===== src/rtl/dds_increment_slewer.sv =====
// Slews the DDS phase increment from its current value to a requested target in bounded steps
// at a programmed interval, pausing while the downstream MMCM is out of lock.
module dds_increment_slewer #(
  parameter int                   INC_WIDTH      = 32,
  parameter logic [INC_WIDTH-1:0] DEFAULT_INC    = 32'h33333333,
  parameter int                   INTERVAL_WIDTH = 16,
  parameter int                   LOCK_SYNC_FF   = 2
) (
  input  logic                      clk_ref,
  input  logic                      clk_ref_aresetn,
  input  logic [INC_WIDTH-1:0]      target_increment,
  input  logic [INC_WIDTH-1:0]      step_size,
  input  logic [INTERVAL_WIDTH-1:0] step_interval,
  input  logic                      start,
  input  logic                      abort,
  input  logic                      PLL_locked,
  output logic [INC_WIDTH-1:0]      increment,
  output logic                      busy,
  output logic                      done,
  output logic                      lock_lost,
  output logic [1:0]                dbg_state
);

  typedef enum logic [1:0] {
    S_IDLE = 2'd0,
    S_WAIT = 2'd1,
    S_STEP = 2'd2,
    S_HOLD = 2'd3
  } state_t;

  state_t                    state_q, state_d;
  logic [INC_WIDTH-1:0]      inc_q, inc_d;
  logic [INC_WIDTH-1:0]      tgt_q, tgt_d;
  logic [INC_WIDTH-1:0]      step_q, step_d;
  logic [INTERVAL_WIDTH-1:0] reload_q, reload_d;
  logic [INTERVAL_WIDTH-1:0] cnt_q, cnt_d;
  logic                      busy_q, busy_d;
  logic                      done_q, done_d;
  logic                      lock_lost_q, lock_lost_d;
  logic [LOCK_SYNC_FF-1:0]   lock_sync_q, lock_sync_d;

  logic                      lock_s;
  logic [INC_WIDTH-1:0]      diff;
  logic                      going_up;
  logic                      last_step;

  // PLL_locked is asynchronous to clk_ref; only the last stage is used by the FSM.
  assign lock_sync_d = {lock_sync_q[LOCK_SYNC_FF-2:0], PLL_locked};
  assign lock_s      = lock_sync_q[LOCK_SYNC_FF-1];

  // Distance to target is computed in magnitude form so no step can wrap past it.
  assign going_up  = (tgt_q >= inc_q);
  assign diff      = going_up ? (tgt_q - inc_q) : (inc_q - tgt_q);
  assign last_step = (diff <= step_q);

  // start is a request qualified by busy: it is taken only on a cycle where busy=0
  // and abort=0; while busy=1 any start is dropped and the latched parameters stand.
  always_comb begin
    state_d     = state_q;
    inc_d       = inc_q;
    tgt_d       = tgt_q;
    step_d      = step_q;
    reload_d    = reload_q;
    cnt_d       = cnt_q;
    done_d      = 1'b0;
    lock_lost_d = lock_lost_q;

    case (state_q)
      S_IDLE: begin
        if (start && !abort) begin
          tgt_d       = target_increment;
          step_d      = (step_size == '0) ? INC_WIDTH'(1) : step_size;
          reload_d    = (step_interval == '0) ? '0 : (step_interval - 1'b1);
          cnt_d       = reload_d;
          lock_lost_d = 1'b0;
          if (target_increment == inc_q) begin
            done_d = 1'b1;
          end else begin
            state_d = S_WAIT;
          end
        end
      end

      // The update is committed on the edge leaving WAIT; STEP is the one-cycle gap
      // before the interval is reloaded, giving interval+1 cycles between updates.
      S_WAIT: begin
        if (abort) begin
          state_d = S_IDLE;
        end else if (!lock_s) begin
          state_d     = S_HOLD;
          lock_lost_d = 1'b1;
        end else if (cnt_q != '0) begin
          cnt_d = cnt_q - 1'b1;
        end else if (last_step) begin
          inc_d   = tgt_q;
          done_d  = 1'b1;
          state_d = S_IDLE;
        end else begin
          inc_d   = going_up ? (inc_q + step_q) : (inc_q - step_q);
          state_d = S_STEP;
        end
      end

      S_STEP: begin
        if (abort) begin
          state_d = S_IDLE;
        end else if (!lock_s) begin
          state_d     = S_HOLD;
          lock_lost_d = 1'b1;
        end else begin
          cnt_d   = reload_q;
          state_d = S_WAIT;
        end
      end

      S_HOLD: begin
        if (abort) begin
          state_d = S_IDLE;
        end else if (lock_s) begin
          cnt_d   = reload_q;
          state_d = S_WAIT;
        end
      end

      default: begin
        state_d = S_IDLE;
      end
    endcase

    busy_d = (state_d != S_IDLE);
  end

  always_ff @(posedge clk_ref or negedge clk_ref_aresetn) begin
    if (!clk_ref_aresetn) begin
      state_q     <= S_IDLE;
      inc_q       <= DEFAULT_INC;
      tgt_q       <= DEFAULT_INC;
      step_q      <= INC_WIDTH'(1);
      reload_q    <= '0;
      cnt_q       <= '0;
      busy_q      <= 1'b0;
      done_q      <= 1'b0;
      lock_lost_q <= 1'b0;
      lock_sync_q <= '0;
    end else begin
      state_q     <= state_d;
      inc_q       <= inc_d;
      tgt_q       <= tgt_d;
      step_q      <= step_d;
      reload_q    <= reload_d;
      cnt_q       <= cnt_d;
      busy_q      <= busy_d;
      done_q      <= done_d;
      lock_lost_q <= lock_lost_d;
      lock_sync_q <= lock_sync_d;
    end
  end

  assign increment = inc_q;
  assign busy      = busy_q;
  assign done      = done_q;
  assign lock_lost = lock_lost_q;
  assign dbg_state = state_q;

endmodule


===== config.mk =====
export PLATFORM = sky130hd
export DESIGN_NAME = dds_increment_slewer
export DESIGN_NICKNAME = d
export VERILOG_FILES = /design/src/rtl/dds_increment_slewer.sv
export SDC_FILE = /design/constraint.sdc
export NUM_CORES = 1
export LEC_CHECK = 0
export CAP_MARGIN = 20
export CORE_UTILIZATION = 30
export CTS_BUF_LIST = sky130_fd_sc_hd__clkbuf_4 sky130_fd_sc_hd__clkbuf_8 sky130_fd_sc_hd__clkbuf_16
export CTS_CLUSTER_SIZE = 14
export DETAILED_ROUTE_END_ITERATION = 6
export SLEW_MARGIN = 20
export SYNTH_ARGS = -nofsm -noshare
export SYNTH_HDL_FRONTEND = slang
export SYNTH_SLANG_ARGS = --single-unit

===== constraint.sdc =====
create_clock -name clk_ref -period 11.17 [get_ports clk_ref]
set_input_delay 1.117 -clock clk_ref [delete_from_list [all_inputs] [get_ports clk_ref]]
set_output_delay 1.117 -clock clk_ref [all_outputs]
set_load 0.01 [all_outputs]

# Word-level counts from Yosys, hierarchy flattened
# Index checks and enable logic that the tools add are counted.
[classes]
n_mux = 34
magnitude_cmp = 2
n_eq_ne = 12
addsub = 6
n_reduce_logical = 14
bitwise_logic = 2
[op_table]
columns = ["operator", "n"]
rows = [
  ["two-way mux 32 bit", 4],
  ["two-way mux 16 bit", 7],
  ["subtractor 32 bit", 3],
  ["case mux 16 bit (3 select lines)", 1],
  ["adder 32 bit", 1],
  ["== test 32 bit", 1],
  ["greater-or-equal comparator 32 bit", 1],
  ["less-or-equal comparator 32 bit", 1],
  ["zero test 32 bit", 1],
  ["subtractor 16 x 1 -> 16 bit (second input constant)", 2],
  ["two-way mux 2 bit", 10],
  ["zero test 16 bit", 1],
  ["nonzero test 16 bit", 1],
  ["inequality test 2 bit (second input constant)", 7],
  ["two-way mux 1 bit", 9],
  ["case mux 2 bit (4 select lines)", 1],
  ["AND reduction 4 bit", 2],
  ["AND reduction 6 bit", 1],
  ["== test 2 bit (second input constant)", 2],
  ["case mux 1 bit (2 select lines)", 2],
  ["nonzero test 2 bit", 2],
  ["OR reduction 2 bit", 2],
  ["== test 2 x 1 -> 1 bit (second input constant)", 1],
  ["zero test 2 bit", 1],
  ["5 further kinds", 6],
]
[word_totals]
in_bits = 85
regBits = 135

# Logic depth before layout (Yosys ltp)
[depth]
ltp_word = 9
depth_mapped = 25
ltp_nobuf = 23

# Worst setup path before layout
# No wires, ideal clock.
[synth_path]
path_kind = "flip-flop to flip-flop"
start = "register inc_q[0] (netlist: increment[0])"
end = "register inc_q[30] (netlist: increment[30])"
path_stages_with_launch = 22
path_slack_ns = 5.807
path_buffers = 2
setup_ns = 0.082
t_arrival_ns = 5.282
cell_sequence = "dfstp_2 ha_1 inv_1 fa_1 a21o_1 a221oi_1 nor2_1 o211a_1 nor2_2 buf_2 clkbuf_1 o21ai_0 fa_1 a211oi_1 o21ai_0 a21o_1 a21oi_1 o21ai_0 a311o_1 a2111oi_0 o21ai_0 a31oi_1"
[synth_between]
elab_chain_len = 4
elab_cells_between_ends = 9
classes_between = "4 x add/sub; 2 x order compare; 3 x mux"
[synth_lines]
columns = ["element", "line_no", "rtl"]
rows = [
  ["start: declaration", "32", "logic [INC_WIDTH-1:0] inc_q, inc_d;"],
  ["start signal: assignment", "147", "inc_q <= inc_d;"],
  ["subtractor 32 bit or greater-or-equal comparator 32 bit (tied branches)", "53, 52", ""],
  ["two-way mux 32 bit", "53", "assign diff = going_up ? (tgt_q - inc_q) : (inc_q - tgt_q);"],
  ["less-or-equal comparator 32 bit", "54", "assign last_step = (diff <= step_q);"],
  ["two-way mux 32 bit *", "94", "end else if (last_step) begin"],
]
# Mark *: on every way between the ends. The rest lies on a longest branch, timed or not.
# A chain may end at the register's enable or synchronous reset.

# Final worst setup path
[layout_path]
start = "register inc_q[0] (netlist: increment[0])"
end = "register inc_q[14] (netlist: increment[14])"
# Same word-level chain as after synthesis.

==> reports/summary.txt <==
status: finished clean
Hold Crit Depth: 0
RSZ-0062 raised after global routing: false
worst slew pin tran: 999.3 ps
Syn. warnings: 0
post-synthesis instance total: 1,578
Root Buffer: clkbuf_16
Iteration-0 DRC Markers: 1,134
total wire length: 42,880 um
Most used DFF post-synth: dfrtp_1
Net Count, Synth: 1,799
share of layout cells above drive strength 1: 9.646%
top cell type's share of synthesized area: 19.52%
Seq cells post-synth: 135
Detail Placement HPWL: 33,940 um
Setup crit end kind: register
Reg-to-Reg End: increment[14]$_DFFE_PN0P_
initial antenna violation count: 6
count of endpoints failing setup in the final report: 0
H-tree levels: 4
crit share post-route: 61.43%
Post-synth EDFFs: 0
synth unique cells: 73
async set or reset register ratio after synthesis: 100.0%
CP arrival: 7190 ps
CTS buffer count: 17
Max Cap Viol: 0
setup_tns: 0 ps
Crit Path Max Fanout: 48
Setup Fix Bufs, Post-CTS: 0
vias: 12,090
Highest Clock Rate: 145.7 MHz
final slew viol count: 0
WL/cell: 19.01 um
Clock Latency Late Sink: 470 ps
PortBufs: 121
hold-fix buffers at CTS: 0
Via density: 5.358
max_slew headroom: 33.22%
gr usage total: 19.45%
drt first pass iters: 5
largest net degree at the start of global routing: 71
Die W: 210.8 um
gpl congestion: 0.9097
CTS max path bufs: 2
Area Overhead vs Synth: 18.06%
WHS Endpoint: lock_sync_q[1]$_DFF_PN0_
Worst EP required: 11,500 ps
top cells by area, synth: dfrtp_1 (20%), ha_1 (13%), dfstp_2 (6.6%)
Worst-path clk slew: 60 ps
Die Height: 210.8 um
Die ar.: 0.04442 sq mm
CTS Sinks: 135
hold_sp: lock_sync_q[0]$_DFF_PN0_
Final ANT Viol Nets: 0
crit start category: register
Setup CP Type: register to register
syn avg cell area: 8.286 sq um
first-pass GRT wire length: 66,380 um
Synth area leader: dfrtp_1
# nets final: 1,877
Top Ports: 122
total grt overflow: 0
CTS tree: done
detailed-route DRC error count: 0
Worst Reg-to-Reg Cells: 23
R2R setup slack: 4310 ps
Final Hold Vio Count: 0
Hold Path Class: register to register
clk_skew: 12.29 ps
Initial Util: 30.35%
Synth Cell Area: 0.01308 sq mm
FF-to-FF Start: increment[0]$_DFFE_PN1P_
Seq/Total Area, Yosys: 26.15%
Period minus WS final: 6861 ps
CORE AREA: 0.04308 sq mm
cell row count: 76
Post-CTS Resized: 0
vias in the first global route: 11,510
per-stage QoR:
stage | setup WS [ps] | hold slack, ps | instance area, sq um | cells | util [%]
finish | 4309 | 348.1 | 15440 | 2256 | 35.83
global route | 3976 | 354.9 | 15430 | 2254 | 35.82
CTS | 4489 | 350.5 | 15420 | 2254 | 35.81
detailed placement | 4502 | 335.6 | 14830 | 2222 | 34.43
global placement | 4666 | 333.0 | 14830 | 2222 | 34.43
floorplan | 5807 | 331.2 | 13080 | 1578 | -
logic make-up (layout without fill, tap and decap cells):
| logic type | Yosys count | count (layout) | share of synthesized area, % |
|---|---|---|---|
| flip-flops | 135 | 135 | 26.15 |
| multiplexers | 76 | 76 | 6.459 |
| AO/OA/AOI/OAI | 499 | 499 | 24.47 |
| AND/OR/NAND/NOR | 403 | 403 | 15.00 |
| XOR/XNOR | 136 | 136 | 9.167 |
| adder cells (fa/ha/maj) | 136 | 136 | 13.19 |
| other | 0 | 2 | 0 |
| buffers and inverters | 193 | 284 | 5.560 |
sequential cells by signal (all words and copies together) (netlist names):
| signal | flops |
|---|---|
| done | 1 |
| busy | 1 |
| dbg_state | 2 |
| cnt_q | 16 |
| step_q | 32 |
| tgt_q | 32 |
| lock_sync_q | 2 |
| reload_q | 16 |
| increment | 32 |
| lock_lost | 1 |
cell type report:
| cell class | instances | area, sq um |
|---|---|---|
| sequential | 135 | 3420 |
| tap | 585 | 732.0 |
| timing repair buffer | 129 | 1272 |
| clock inverter | 15 | 167.7 |
| multi-input combinational | 1250 | 8952 |
| inverter | 123 | 461.7 |
| clock buffer | 17 | 425.4 |
| antenna | 2 | 5.005 |
| fill | 4445 | 27640 |
cells in the mapped netlist, types with 4 or more instances:
master	instances
nand2_1	140
mux2i_1	9
clkbuf_1	65
o31ai_1	23
nor2_1	83
a31oi_1	12
o21ai_0	108
nor3_1	24
o21bai_1	15
mux2_2	67
ha_1	133
and2_1	4
nand4_1	27
a21oi_1	137
nand3_1	28
dfrtp_1	102
o21a_1	15
or3_1	10
a211o_1	8
a211oi_1	27
nor4_1	25
a221oi_1	14
o2111ai_1	5
nand2b_1	13
nor2b_1	11
o211ai_1	16
xor2_1	74
dfstp_2	33
a21o_1	71
and3_1	15
xnor2_1	61
o22ai_1	8
or2_2	4
inv_1	123
layout by cell type, fill, tap and decap left out, drive strengths merged, types with 67 or more instances in the layout:
master	Yosys	layout
a21o	71	71
a21oi	137	137
clkdlybuf4s50	0	120
dfrtp	102	102
ha	133	133
inv	123	129
mux2	67	67
nand2	140	140
nor2	84	84
o21ai	111	111
xor2	74	74
worst max-delay path: stages, from the launching register on:
cell	delay, ps
dfstp_2	590
ha_1	180
inv_1	50
fa_1	380
a21o_1	200
a221oi_1	660
nor2_1	160
o211a_1	360
nor2_4	400
buf_4	400
o211a_1	310
a211oi_1	80
or4_1	570
ha_1	320
a21o_1	110
a21o_1	110
a21oi_1	60
o21ai_0	100
o21ai_0	170
nor2_4	480
buf_4	540
nor2_1	90
a311oi_1	300
a21oi_1	70
worst max-delay path by stage:
stage	from	end	slack (ps)	depth (start not counted)
5_1_grt	increment[1]$_DFFE_PN1P_	increment[14]$_DFFE_PN0P_	3980	22
2_1_floorplan	increment[0]$_DFFE_PN1P_	increment[30]$_DFFE_PN0P_	5810	21
3_5_place_dp	increment[1]$_DFFE_PN1P_	increment[14]$_DFFE_PN0P_	4500	22
3_3_place_gp	increment[1]$_DFFE_PN1P_	increment[14]$_DFFE_PN0P_	4670	22
4_1_cts	increment[1]$_DFFE_PN1P_	increment[14]$_DFFE_PN0P_	4490	22
6_report	increment[0]$_DFFE_PN1P_	increment[14]$_DFFE_PN0P_	4310	23
layer usage:
layer,global-route usage (%),wire length (um),up-vias
met4,5.772,705,6
li1,-,-,5843
met1,26.78,20160,5858
met2,31.24,19860,334
met3,3.003,2125,47
met5,0,28,-
Power is left out: the tool's default activity adds up to more than one toggle a clock period on the data nets, which glitch-free logic cannot reach.
